===== src/rtl/memory_pkg.sv =====
// Shared definitions for the memory library.
//   addr_w()        index width for a given entry count, never below 1
//   MEM_BUS_WIDTH   default data word width
//   MEM_FIFO_DEPTH  default FIFO entry count
package memory_pkg;

    localparam int unsigned MEM_BUS_WIDTH  = 8;
    localparam int unsigned MEM_FIFO_DEPTH = 8;

    // $clog2(1) is 0, which would leave a zero-width index slice.
    function automatic int unsigned addr_w(input int unsigned depth);
        return (depth <= 1) ? 1 : $clog2(depth);
    endfunction

endpackage


===== src/rtl/sync_fifo_if.sv =====
// Producer/consumer handshake bundle for sync_fifo.
//   master: drives wr_en, wr_data, rd_en; observes the FIFO status and head word
//   slave : the FIFO side
//   Optional: count and almost_full exist only when SYNC_FIFO_COUNT_EN is defined.
interface sync_fifo_if
    import memory_pkg::*;
#(
    parameter int unsigned BUS_WIDTH = MEM_BUS_WIDTH,
    parameter int unsigned DEPTH     = MEM_FIFO_DEPTH
);
    localparam int unsigned ADDR_W = addr_w(DEPTH);

    logic                 wr_en;
    logic [BUS_WIDTH-1:0] wr_data;
    logic                 full;
    logic                 rd_en;
    logic [BUS_WIDTH-1:0] rd_data;
    logic                 empty;
    logic                 overflow;
    logic                 underflow;
`ifdef SYNC_FIFO_COUNT_EN
    logic [ADDR_W:0]      count;
    logic                 almost_full;

    modport master (
        output wr_en, wr_data, rd_en,
        input  full, rd_data, empty, overflow, underflow, count, almost_full
    );
    modport slave (
        input  wr_en, wr_data, rd_en,
        output full, rd_data, empty, overflow, underflow, count, almost_full
    );
`else
    modport master (
        output wr_en, wr_data, rd_en,
        input  full, rd_data, empty, overflow, underflow
    );
    modport slave (
        input  wr_en, wr_data, rd_en,
        output full, rd_data, empty, overflow, underflow
    );
`endif
endinterface


===== src/rtl/fifo_ptr_ctl.sv =====
// Pointer and status control for sync_fifo.
//   clk, rst        clock, synchronous active-high reset
//   wr_en_i/rd_en_i push/pop requests
//   push_o          accepted push (storage write strobe), widx_o its index
//   ridx_o          head index
//   full_o/empty_o  status from registered pointers
//   overflow_o/underflow_o sticky error flags
//   count_o         occupancy, only with SYNC_FIFO_COUNT_EN
module fifo_ptr_ctl
    import memory_pkg::*;
#(
    parameter  int unsigned DEPTH  = MEM_FIFO_DEPTH,
    localparam int unsigned ADDR_W = addr_w(DEPTH)
) (
    input  logic              clk,
    input  logic              rst,
    input  logic              wr_en_i,
    input  logic              rd_en_i,
    output logic              push_o,
    output logic [ADDR_W-1:0] widx_o,
    output logic [ADDR_W-1:0] ridx_o,
    output logic              full_o,
    output logic              empty_o,
    output logic              overflow_o,
    output logic              underflow_o
`ifdef SYNC_FIFO_COUNT_EN
    ,
    output logic [ADDR_W:0]   count_o
`endif
);
    typedef logic [ADDR_W:0] ptr_t;

    ptr_t wptr_q, wptr_d, rptr_q, rptr_d;
    logic overflow_q, overflow_d, underflow_q, underflow_d;
    logic push, pop;

    // Extra MSB distinguishes full from empty when the indices coincide.
    assign empty_o = (wptr_q == rptr_q);
    assign full_o  = (wptr_q[ADDR_W-1:0] == rptr_q[ADDR_W-1:0]) &&
                     (wptr_q[ADDR_W] != rptr_q[ADDR_W]);

    assign push = wr_en_i & ~full_o;
    assign pop  = rd_en_i & ~empty_o;

    // Keep storage untouched in a reset cycle.
    assign push_o = push & ~rst;
    assign widx_o = wptr_q[ADDR_W-1:0];
    assign ridx_o = rptr_q[ADDR_W-1:0];

    assign overflow_o  = overflow_q;
    assign underflow_o = underflow_q;

    always_comb begin
        wptr_d      = wptr_q + ptr_t'(push);
        rptr_d      = rptr_q + ptr_t'(pop);
        overflow_d  = overflow_q  | (wr_en_i & full_o);
        underflow_d = underflow_q | (rd_en_i & empty_o);
    end

    always_ff @(posedge clk) begin
        if (rst) begin
            wptr_q      <= '0;
            rptr_q      <= '0;
            overflow_q  <= 1'b0;
            underflow_q <= 1'b0;
        end else begin
            wptr_q      <= wptr_d;
            rptr_q      <= rptr_d;
            overflow_q  <= overflow_d;
            underflow_q <= underflow_d;
        end
    end

`ifdef SYNC_FIFO_COUNT_EN
    ptr_t count_q, count_d;

    assign count_d = wptr_d - rptr_d;
    assign count_o = count_q;

    always_ff @(posedge clk) begin
        if (rst) begin
            count_q <= '0;
        end else begin
            count_q <= count_d;
        end
    end
`endif

endmodule


===== src/rtl/sync_fifo.sv =====
// Synchronous first-word-fall-through FIFO; head word drives a downstream register stage.
//   clk  clock, rising edge
//   rst  synchronous active-high reset
//   bus  sync_fifo_if.slave: wr_en/wr_data push, rd_en pop, rd_data head (0 when empty),
//        full, empty, sticky overflow/underflow.
//   Optional macro SYNC_FIFO_COUNT_EN adds bus.count and bus.almost_full.
// DEPTH must be a power of two and at least 2.
module sync_fifo
    import memory_pkg::*;
#(
    parameter int unsigned BUS_WIDTH = MEM_BUS_WIDTH,
    parameter int unsigned DEPTH     = MEM_FIFO_DEPTH
) (
    input logic         clk,
    input logic         rst,
    sync_fifo_if.slave  bus
);
    localparam int unsigned ADDR_W = addr_w(DEPTH);

    if (DEPTH < 2 || (DEPTH & (DEPTH - 1)) != 0) begin : g_bad_depth
        $error("sync_fifo: DEPTH must be a power of two and >= 2");
    end
    if (BUS_WIDTH < 1) begin : g_bad_width
        $error("sync_fifo: BUS_WIDTH must be >= 1");
    end

    logic [BUS_WIDTH-1:0] mem_q [DEPTH];
    logic                 push;
    logic [ADDR_W-1:0]    widx, ridx;
    logic                 empty;

    fifo_ptr_ctl #(
        .DEPTH (DEPTH)
    ) u_ptr_ctl (
        .clk         (clk),
        .rst         (rst),
        .wr_en_i     (bus.wr_en),
        .rd_en_i     (bus.rd_en),
        .push_o      (push),
        .widx_o      (widx),
        .ridx_o      (ridx),
        .full_o      (bus.full),
        .empty_o     (empty),
        .overflow_o  (bus.overflow),
        .underflow_o (bus.underflow)
`ifdef SYNC_FIFO_COUNT_EN
        ,
        .count_o     (bus.count)
`endif
    );

    // Storage is deliberately not reset; reset only moves the pointers.
    always_ff @(posedge clk) begin
        if (push) begin
            mem_q[widx] <= bus.wr_data;
        end
    end

    assign bus.empty   = empty;
    // Masked so a stale word never leaks out while empty.
    assign bus.rd_data = empty ? '0 : mem_q[ridx];

`ifdef SYNC_FIFO_COUNT_EN
    assign bus.almost_full = (bus.count >= (ADDR_W + 1)'(DEPTH - 1));
`endif

endmodule


===== src/flat_wrapper.sv =====
// flat-port wrapper written by rule: the top's interface ports become plain ports
module sync_fifo_flat import memory_pkg::*;
#(
    parameter int unsigned BUS_WIDTH = MEM_BUS_WIDTH,
    parameter int unsigned DEPTH     = MEM_FIFO_DEPTH
)
  (clk, rst, bus_wr_en, bus_wr_data, bus_rd_en, bus_full, bus_rd_data, bus_empty, bus_overflow, bus_underflow);
  sync_fifo_if #(.BUS_WIDTH(BUS_WIDTH), .DEPTH(DEPTH)) bus_i ();
  input logic clk;
  input logic rst;
  input wire logic [$bits(bus_i.wr_en)-1:0] bus_wr_en;
  input wire logic [$bits(bus_i.wr_data)-1:0] bus_wr_data;
  input wire logic [$bits(bus_i.rd_en)-1:0] bus_rd_en;
  output wire logic [$bits(bus_i.full)-1:0] bus_full;
  output wire logic [$bits(bus_i.rd_data)-1:0] bus_rd_data;
  output wire logic [$bits(bus_i.empty)-1:0] bus_empty;
  output wire logic [$bits(bus_i.overflow)-1:0] bus_overflow;
  output wire logic [$bits(bus_i.underflow)-1:0] bus_underflow;
  assign bus_i.wr_en = bus_wr_en;
  assign bus_i.wr_data = bus_wr_data;
  assign bus_i.rd_en = bus_rd_en;
  assign bus_full = bus_i.full;
  assign bus_rd_data = bus_i.rd_data;
  assign bus_empty = bus_i.empty;
  assign bus_overflow = bus_i.overflow;
  assign bus_underflow = bus_i.underflow;
  sync_fifo #(.BUS_WIDTH(BUS_WIDTH), .DEPTH(DEPTH)) u_core (.clk(clk), .rst(rst), .bus(bus_i));
endmodule

===== config.mk =====
export PLATFORM = sky130hd
export DESIGN_NAME = sync_fifo_flat
export DESIGN_NICKNAME = d
export VERILOG_FILES = /design/src/rtl/memory_pkg.sv /design/src/rtl/sync_fifo_if.sv /design/src/rtl/fifo_ptr_ctl.sv /design/src/rtl/sync_fifo.sv /design/src/flat_wrapper.sv
export SDC_FILE = /design/constraint.sdc
export NUM_CORES = 1
export LEC_CHECK = 0
export ABC_AREA = 1
export BUFFER_PORTS_ARGS = -buffer_cell sky130_fd_sc_hd__buf_2
export CAP_MARGIN = 20
export CORE_UTILIZATION = 35
export DETAILED_ROUTE_END_ITERATION = 10
export GPL_TIMING_DRIVEN = 0
export PLACE_DENSITY = 0.55
export SLEW_MARGIN = 25
export SYNTH_ARGS = -nofsm -noshare
export SYNTH_HDL_FRONTEND = slang
export SYNTH_HIERARCHICAL = 1
export SYNTH_SLANG_ARGS = --single-unit

===== constraint.sdc =====
create_clock -name clk -period 3.3 [get_ports clk]
set_input_delay 0.495 -clock clk [delete_from_list [all_inputs] [get_ports clk]]
set_output_delay 0.495 -clock clk [all_outputs]
set_load 0.01 [all_outputs]

==> impl_metrics.csv, run 1 <==
group,metric,value,unit
setup_path,r2r_start,"u_core/u_ptr_ctl/rptr_q[2]",
layout,final_cells,534,
detailed_routing,viasPerCell,4.41,
detailed_routing,routedWlPerCell,13.2,um
floorplan,io_pins,24,
detailed_routing,wirelength,7050,um
sta,finalClockSkew,4.19,ps
setup_path,rrSetupSlack,1160,ps
power_and_ir_drop,finalPower,2230,uW
grt,overflow,0,
min_path,whs_path_depth,2,
placed_design,io_buffers,23,
synthesis,yosysUniqueCellTypes,19,
clocking,cts_tree,"built",
synthesis,yosys.area.top_type_share,56.0,%
power_and_ir_drop,power.density,565,nW/um^2
placed_design,place_inst,519,
sta,max_freq,392,MHz
grt,grt_pass1_vias,2210,
flow_run,maxCapViolations,0,
sta,worstMarginPinSlew,916,ps
setup_path,worstPathMaxFanout,10,
floorplan,start_util,36.6,%
min_path,hold_end,"u_core/u_ptr_ctl/underflow_o",
synthesis,syn_inst,367,
detailed_routing,drc_errors,0,
setup_path,r2r_cells,6,
setup_path,end_kind,"output pin",
setup_path,regToRegEndpoint,"u_core/mem_q[6][5]",
sta,rsz0062_at_grt,"no",
synthesis,synth_area,3430,um^2
clocking,ctsResizeCount,0,
layout,final_common_cell,"nand2_1",
detailed_routing,vias,2354,
floorplan,rows,35,
synthesis,yosys_warnings,6,
sta,slew_headroom,38.7,%
synthesis,synth_largest_area_cell,"edfxtp_1",
power_and_ir_drop,p_leak,0.00180,uW
power_and_ir_drop,ir_drop,232,uV
detailed_routing,dr.pass1.iters,6,
setup_path,startpoint_type,"flop",
sta,fin_crit_sh,77.3,%
clocking,hold_buffers,0,
setup_path,crit_required,2800,ps
sta,finalSetupViolCount,0,
grt,grt_pass1_wl,11000,um
synthesis,synth.area.top_cells,"edfxtp_1, nand2_1, inv_1, nand3_1, dfxtp_1",
clocking,cts_setup_buffers,0,
synthesis,synth.yosys.seq_area_share,61.8,%
layout,n_antenna_cell,0,
layout,layout.nets,417,
grt,grt.total_usage,15.2,%
setup_path,critPathKind,"reg2out",
layout,layout_common_cells,"nand2_1, inv_1, edfxtp_1",
run_status,status,"complete, no violations",
clocking,cts_root_buffer,"clkbuf_8",
synthesis,syn_avg_cell_area,9.36,um^2
min_path,hp-start,"rst",
sta,drv_slew,0,
clocking,clk-insertion-delay-late,340,ps
setup_path,critPathArrivalTime,2060,ps
sta,finalHoldViolCount,0,
sta,period_needed,2550,ps
detailed_routing,drtIter0Drc,96,
synthesis,synth-seq-cells,74,
floorplan,dieArea,10200,um^2
floorplan,die_y,101,um
placed_design,place.gp.congestion,0.739,
sta,fin_setup_tns,0,ps
grt,grt_max_degree,13,
clocking,cts_inserted_buffers,9,
layout,areaGrowthSynthToFinish,14.8,%
detailed_routing,drtAntennaViolNets,0,
clocking,cts_buffer_depth,2,
grt,antenna_found_initial,0,
floorplan,coreArea,9370,um^2
min_path,hp-class,"in2reg",
clocking,h-tree-depth,3,
clocking,clk_pin_slew,70,ps
floorplan,die_w,101,um
clocking,cts.sinks,74,
synthesis,synth_nets,383,
placed_design,post-dp-hpwl,4650,um
layout,drive_gt1_share,14.3,%
sequential cells by signal, summed over array words and instances, names as in the netlist:
name,cells
u_core/u_ptr_ctl/overflow_o,1
u_core/mem_q,64
u_core/u_ptr_ctl/underflow_o,1
u_core/u_ptr_ctl/wptr_q,4
u_core/u_ptr_ctl/rptr_q,4
report_power, final:
part / internal [uW] / switching [uW]
logic: 135 / 239
clock network: 494 / 312
registers: 1030 / 10.3
per-stage QoR:
stage	hold WS, ps	worst slack [ps]	util (%)	area (um^2)
6_report	316	748	42.0	3940
5_1_grt	306	624	42.0	3940
4_1_cts	302	725	42.0	3940
3_5_place_dp	444	1000	39.6	3710
3_3_place_gp	436	1000	39.6	3710
2_1_floorplan	468	1570	-	3430
worst max-delay path, stage by stage (launching register included):
cell      delay [ps]
dfxtp_1          450
buf_4            150
clkbuf_1         390
buf_2            360
nor2_1            80
nor2_1           130
buf_2            150
cell usage after synthesis (all sizes together):
library cell,count
edfxtp,64
dfxtp,10
or2,2
ha,4
inv,83
xor2,2
clkbuf,2
nand2,96
xnor2,3
a21oi,4
nand3,44
buf,17
nand4,1
nor2,35
worst max path at each step:
stage / startpoint / endpoint / slack, ps / cells past startpoint
floorplan: u_core/u_ptr_ctl/wptr_q[0] / bus_rd_data[0] / 1570 / 9
global placement: rst / u_core/mem_q[5][6] / 1000 / 5
detailed placement: rst / u_core/mem_q[4][6] / 1000 / 5
CTS: u_core/u_ptr_ctl/rptr_q[2] / bus_rd_data[7] / 730 / 6
global route: u_core/u_ptr_ctl/rptr_q[2] / bus_rd_data[7] / 620 / 6
finish: u_core/u_ptr_ctl/rptr_q[2] / bus_rd_data[7] / 750 / 6
per-layer routing:
layer	routed length (um)	part of all wire, %	GRT usage [%]	up-vias
li1	-	-	-	1195
met1	3220	46	18.5	1095
met2	3420	48	26.1	53
met3	321	4.6	3.88	11
met4	85	1.2	5.69	0
met5	0	0	0	-
logic make-up (layout without fill, tap and decap cells):
logic type	after synthesis	count (layout)	synth area share, %
buffers and inverters	102	140	13.3
AOI/OAI and AO/OA	4	4	0.583
adders and majority gates	4	4	1.46
and+or+nand+nor	178	178	21.4
xor gates and xnor gates	5	5	1.49
DFF	74	74	61.8
layout make-up:
| cell class | instances | area, um^2 |
|---|---|---|
| multi-input combinational | 191 | 855 |
| tap | 129 | 161 |
| timing repair buffer | 23 | 115 |
| clock inverter | 6 | 106 |
| inverter | 83 | 312 |
| buffer | 19 | 145 |
| fill | 971 | 5430 |
| sequential | 74 | 2120 |
| clock buffer | 9 | 124 |
Note: power is estimated with default switching activity, not from simulation.
==> inputs of run 2 (changes only) <==
Settings changed: PLACE_DENSITY 0.55 to 0.57.
Clock period 3.3 ns to 2.1 ns, I/O delays scaled along.
==> run 2 against run 1 <==
First-iteration DRC count is 2.1% higher. Highest routed layer unchanged. Non-clock buffer count is 1 lower. Register-to-register slack got worse by 1100 ps. Worst hold slack worse by 190 ps. Global-route usage increased by 0.37 points. Critical endpoint is now u_core/mem_q[6][2]. Critical path type is now reg2reg. Via count decreased by 1.6%. Power rose by 44%.
==> impl_metrics.csv, run 2 (synthesis gave the netlist of run 1 again) <==
group,metric,value,unit
run_status,status,"complete, no violations",
clocking,cts_tree,"built",
setup_path,worstPathMaxFanout,8,
layout,drive_gt1_share,19.1,%
detailed_routing,routedWlPerCell,13.4,um
layout,n_antenna_cell,0,
layout,seq_area,2130,um^2
grt,antenna_found_initial,0,
clocking,cts.sinks,74,
placed_design,io_buffers,23,
clocking,cts_setup_buffers,0,
power_and_ir_drop,combPwrFrac,20.3,%
setup_path,r2r_cells,6,
sta,max_freq,485,MHz
clocking,h-tree-depth,3,
layout,multi_input_area,912,um^2
power_and_ir_drop,p_leak,0.00178,uW
setup_path,cp_cell_sequence,"xnor2_2, nand3_1, nand2_1, nor2_1, nand2_1, nor2_2",
detailed_routing,drtAntennaViolNets,0,
layout,fillers,967,
setup_path,cpMostUsedCell,"nand2_1",
placed_design,place_inst,519,
setup_path,end_kind,"flop",
sta,fin_crit_sh,98.2,%
min_path,hp-start,"rst",
clocking,cts_buffer_depth,2,
sta,worstMarginPinSlew,625,ps
power_and_ir_drop,p_clk_share,28.5,%
setup_path,r2r_start,"u_core/u_ptr_ctl/wptr_q[2]",
grt,grt_max_degree,13,
grt,grt.total_usage,15.6,%
clocking,cts_inserted_buffers,9,
min_path,hold_end,"u_core/u_ptr_ctl/underflow_o",
floorplan,rows,35,
grt,grt_pass1_wl,11400,um
layout,top_register,"u_core/mem_q",
power_and_ir_drop,power.density,809,nW/um^2
setup_path,rrSetupSlack,40,ps
placed_design,place.gp.congestion,0.734,
power_and_ir_drop,swShare,28.8,%
sta,fin_setup_tns,0,ps
clocking,clk-insertion-delay-late,340,ps
setup_path,critPathKind,"reg2reg",
layout,final_cells,533,
floorplan,io_pins,24,
layout,biggestRegsByFlops,"u_core/mem_q x64, u_core/u_ptr_ctl/rptr_q x4, u_core/u_ptr_ctl/wptr_q x4",
layout,largest_register_ffs,64,
power_and_ir_drop,ir_drop,361,uV
floorplan,die_y,101,um
clocking,clk_pin_slew,70,ps
setup_path,regToRegEndpoint,"u_core/mem_q[6][2]",
clocking,cts_root_buffer,"clkbuf_8",
sta,finalSetupViolCount,0,
sta,period_needed,2060,ps
sta,drv_slew,0,
placed_design,post-dp-hpwl,4660,um
detailed_routing,drc_errors,0,
layout,layout.nets,416,
setup_path,crit_required,2080,ps
power_and_ir_drop,pwr-share-seq,51.2,%
sta,slew_headroom,58.3,%
detailed_routing,drtIter0Drc,98,
sta,rsz0062_at_grt,"yes",
detailed_routing,viasPerCell,4.35,
setup_path,startpoint_type,"flop",
min_path,hp-class,"in2reg",
floorplan,die_w,101,um
layout,layout_common_cells,"nand2_1, inv_1, edfxtp_1",
sta,finalHoldViolCount,0,
layout,fin_util,42.4,%
min_path,whs_path_depth,2,
clocking,hold_buffers,0,
detailed_routing,dr.pass1.iters,4,
power_and_ir_drop,intPower,2290,uW
detailed_routing,wirelength,7160,um
layout,final_common_cell,"nand2_1",
grt,grt_pass1_vias,2267,
floorplan,start_util,36.6,%
setup_path,cpPeakStageDelay,540,ps
grt,overflow,0,
flow_run,maxCapViolations,0,
floorplan,dieArea,10200,um^2
sta,finalClockSkew,5.21,ps
setup_path,crit_slowest_cell,"nor2_2",
detailed_routing,vias,2317,
floorplan,coreArea,9370,um^2
setup_path,critPathArrivalTime,2040,ps
power_and_ir_drop,netSwitchingPower,927,uW
layout,areaGrowthSynthToFinish,15.7,%
## run 2: changes by cell type in the layout (fill, tap and decap cells not counted), moves of 3 or more
cell       previous run  this run
buf_2                28        23
bufinv_16             3         0
clkinv_2              1         4
dfxtp_1              10         6
dfxtp_2               0         3
nor2_1               34        22
nor2_2                1         9
nor2_4                0         4
## run 2: per-layer routing
| metal | global-route usage [%] | vias up | wire (um) |
|---|---|---|---|
| li1 | - | 1192 | - |
| met1 | 19.0 | 1061 | 3270 |
| met2 | 26.2 | 53 | 3380 |
| met3 | 5.27 | 11 | 415 |
| met4 | 4.57 | 0 | 92 |
| met5 | 0 | - | 0 |
## run 2: worst max-delay path by stage
stage | slack (ps) | end | cells after the start | from
finish | 40 | u_core/mem_q[6][2] | 6 | u_core/u_ptr_ctl/wptr_q[2]
global route | -130 | u_core/mem_q[7][7] | 6 | u_core/u_ptr_ctl/wptr_q[2]
CTS | 30 | bus_rd_data[2] | 9 | u_core/u_ptr_ctl/rptr_q[0]
floorplan | 430 | u_core/mem_q[1][0] | 6 | u_core/u_ptr_ctl/wptr_q[2]
detailed placement | -180 | u_core/mem_q[1][6] | 6 | u_core/u_ptr_ctl/wptr_q[2]
global placement | -120 | u_core/mem_q[1][6] | 6 | u_core/u_ptr_ctl/wptr_q[2]
## run 2: power groups by stage
stage	registers (uW)	logic (uW)	clock network, uW
finish	1650	652	917
detailed placement	1680	597	0
global placement	1670	590	0
floorplan	1670	399	0
CTS	1640	617	951
global route	1650	727	1000
## run 2: layout make-up
type | count | area share (%)
plain buffers | 18 | 4.35
clock buffers | 9 | 3.12
clock inverters | 6 | 0.882
inverters | 83 | 8.10
multi-input cells | 191 | 23.0
flip-flops and latches | 74 | 53.6
well taps | 129 | 4.06
repair buffers | 23 | 2.90
## run 2: what timing repair did
action                     CTS  global route
gates resized for setup     15            25
hold endpoints to repair     0             0
pin swaps                    0             1
setup endpoints to repair   72            72
## run 2: critical path: cells and delay by family (launching register included)
kind                      cells  cell delay (ps)
and+or+nand+nor               5             1060
DFF                           1              490
xor gates and xnor gates      1              140
## run 2: stage by stage
step	hold WS, ps	area (um^2)	setup slack (ps)	total power, uW
after CTS	113	3900	26.2	3210
after detailed placement	442	3710	-177	2270
final	131	3970	37.2	3210
after global routing	118	3970	-132	3380
after global placement	440	3710	-116	2260
after floorplan	384	3430	435	2070
==> inputs of run 3 (changes only) <==
Settings changed: GPL_TIMING_DRIVEN 0 to default, RECOVER_POWER from default to 50.
==> run 3 against run 2 <==
Fmax is 6.3% higher. Global-route usage barely moved. Combinational power down 17%. Worst setup slack better by 120 ps.
==> impl_metrics.csv, run 3 (synthesis gave the netlist of run 1 again) <==
group,metric,value,unit
run_status,status,"complete, no violations",
detailed_routing,drc_errors,0,
sta,finalHoldViolCount,0,
grt,grt.total_usage,15.6,%
layout,stdcell_area,3890,um^2
power_and_ir_drop,p_leak,0.00175,uW
setup_path,critPathTopFamily,"simple AND/OR/NAND/NOR gates",
floorplan,start_util,36.6,%
floorplan,dieArea,10200,um^2
sta,finalClockSkew,9.43,ps
min_path,hp-class,"in2reg",
setup_path,crit_slowest_cell,"dfxtp_1",
setup_path,critPathArrivalTime,1630,ps
grt,grt_max_degree,33,
sta,rsz0062_at_grt,"no",
sta,fin_crit_sh,92.4,%
clocking,hold_buffers,0,
detailed_routing,drtIter0Drc,150,
detailed_routing,met3_length,232,um
sta,max_freq,515,MHz
grt,grt_pass1_vias,2247,
placed_design,place.gp.congestion,0.726,
sta,slew_headroom,76.3,%
clocking,clk_pin_slew,70,ps
sta,drv_slew,0,
clocking,cts_root_buffer,"clkbuf_8",
detailed_routing,wirelength,6990,um
floorplan,rows,35,
setup_path,cp.buffers_inverters,3,
clocking,cts_tree,"built",
grt,antenna_found_initial,0,
floorplan,coreArea,9370,um^2
sta,period_needed,1940,ps
floorplan,die_y,101,um
detailed_routing,vias,2344,
setup_path,cpMostUsedCell,"nand2_1",
layout,top_register,"u_core/mem_q",
layout,final_common_cell,"nand2_1",
layout,biggestRegsByFlops,"u_core/mem_q x64, u_core/u_ptr_ctl/rptr_q x4, u_core/u_ptr_ctl/wptr_q x4",
layout,n_antenna_cell,0,
layout,layout_common_cells,"nand2_1, inv_1, edfxtp_1",
detailed_routing,wl_met2,3340,um
layout,fillers,971,
detailed_routing,drtAntennaViolNets,0,
layout,areaGrowthSynthToFinish,13.3,%
placed_design,placed_area,3670,um^2
setup_path,worstPathMaxFanout,8,
detailed_routing,viasPerCell,4.42,
floorplan,io_pins,24,
clocking,cts_setup_buffers,0,
layout,largest_register_ffs,64,
setup_path,end_kind,"output pin",
clocking,cts_inserted_buffers,9,
detailed_routing,dr.pass1.iters,4,
floorplan,die_w,101,um
power_and_ir_drop,power.density,850,nW/um^2
clocking,cts.sinks,74,
clocking,cts_buffer_depth,2,
layout,fin_util,41.5,%
setup_path,crit_required,1780,ps
setup_path,cpPeakStageDelay,390,ps
detailed_routing,m1WireLength,3320,um
grt,overflow,0,
sta,worstMarginPinSlew,355,ps
sta,finalSetupViolCount,0,
layout,drive_gt1_share,13.5,%
setup_path,critPathKind,"reg2out",
setup_path,startpoint_type,"flop",
clocking,clk-insertion-delay-late,360,ps
clocking,h-tree-depth,3,
power_and_ir_drop,finalPower,3310,uW
flow_run,maxCapViolations,0,
layout,multi_input_area,867,um^2
detailed_routing,top_layer,"met4",
placed_design,io_buffers,23,
sta,fin_setup_tns,0,ps
layout,layout.nets,412,
detailed_routing,routedWlPerCell,13.2,um
layout,seq_area,2130,um^2
placed_design,post-dp-hpwl,4300,um
setup_path,cp_cell_sequence,"inv_1, nand2_1, nand2_1, nor2_4, nand2_1, nor2_4, inv_4, nand2_1, nor2_1, buf_2",
sta,holdWs,255,ps
power_and_ir_drop,ir_drop,313,uV
grt,grt_pass1_wl,11400,um
## run 3: per-layer routing
| layer | vias up | track usage, % |
|---|---|---|
| li1 | 1181 | - |
| met1 | 1122 | 18.7 |
| met2 | 33 | 26.5 |
| met3 | 8 | 4.58 |
| met4 | 0 | 5.69 |
| met5 | - | 0 |
## run 3: layout make-up
cell class | count | share of cell area, %
sequential | 74 | 54.7
multi-input combinational | 191 | 22.3
inverter | 83 | 8.20
timing repair buffer | 37 | 5.50
tap | 129 | 4.15
clock buffer | 9 | 3.18
clock inverter | 7 | 1.96
## run 3: power by group
part | leakage [uW] | switching [uW] | internal, uW | total, uW
clock network | 0.0000962 | 560 | 556 | 1120
registers | 0.000661 | 20.0 | 1630 | 1650
logic | 0.000991 | 364 | 179 | 543
## run 3: worst reg2reg max path, stage by stage (launching register included)
cell,delay [ps]
dfxtp_1,390
inv_1,50
nand2_1,60
nand2_1,90
nor2_4,120
nand2_1,100
nor2_4,130
nor2_1,60
ha_1,200
ha_1,190
xnor2_1,160
nor2_1,60
## run 3: stage by stage
step,worst slack [ps],cells
after floorplan,435,367
after global placement,318,514
after detailed placement,272,514
after CTS,2.17,530
after global routing,1.88,530
final,159,530
## run 3: what timing repair did
| item | in CTS | in global routing |
|---|---|---|
| gates resized for setup | 4 | 10 |
| pin swaps | 0 | 0 |
| setup endpoints to repair | 8 | 8 |
## run 3: final timing paths
kind                                             startpoint                     endpoint  slack [ps]  cells past startpoint
worst min-delay path                              bus_wr_en  u_core/u_ptr_ctl/overflow_o         260                      3
worst max-delay path             u_core/u_ptr_ctl/rptr_q[1]               bus_rd_data[7]         160                     10
worst min register to register  u_core/u_ptr_ctl/overflow_o  u_core/u_ptr_ctl/overflow_o         450                      2
worst max register to register   u_core/u_ptr_ctl/rptr_q[1]   u_core/u_ptr_ctl/rptr_q[2]         400                     11
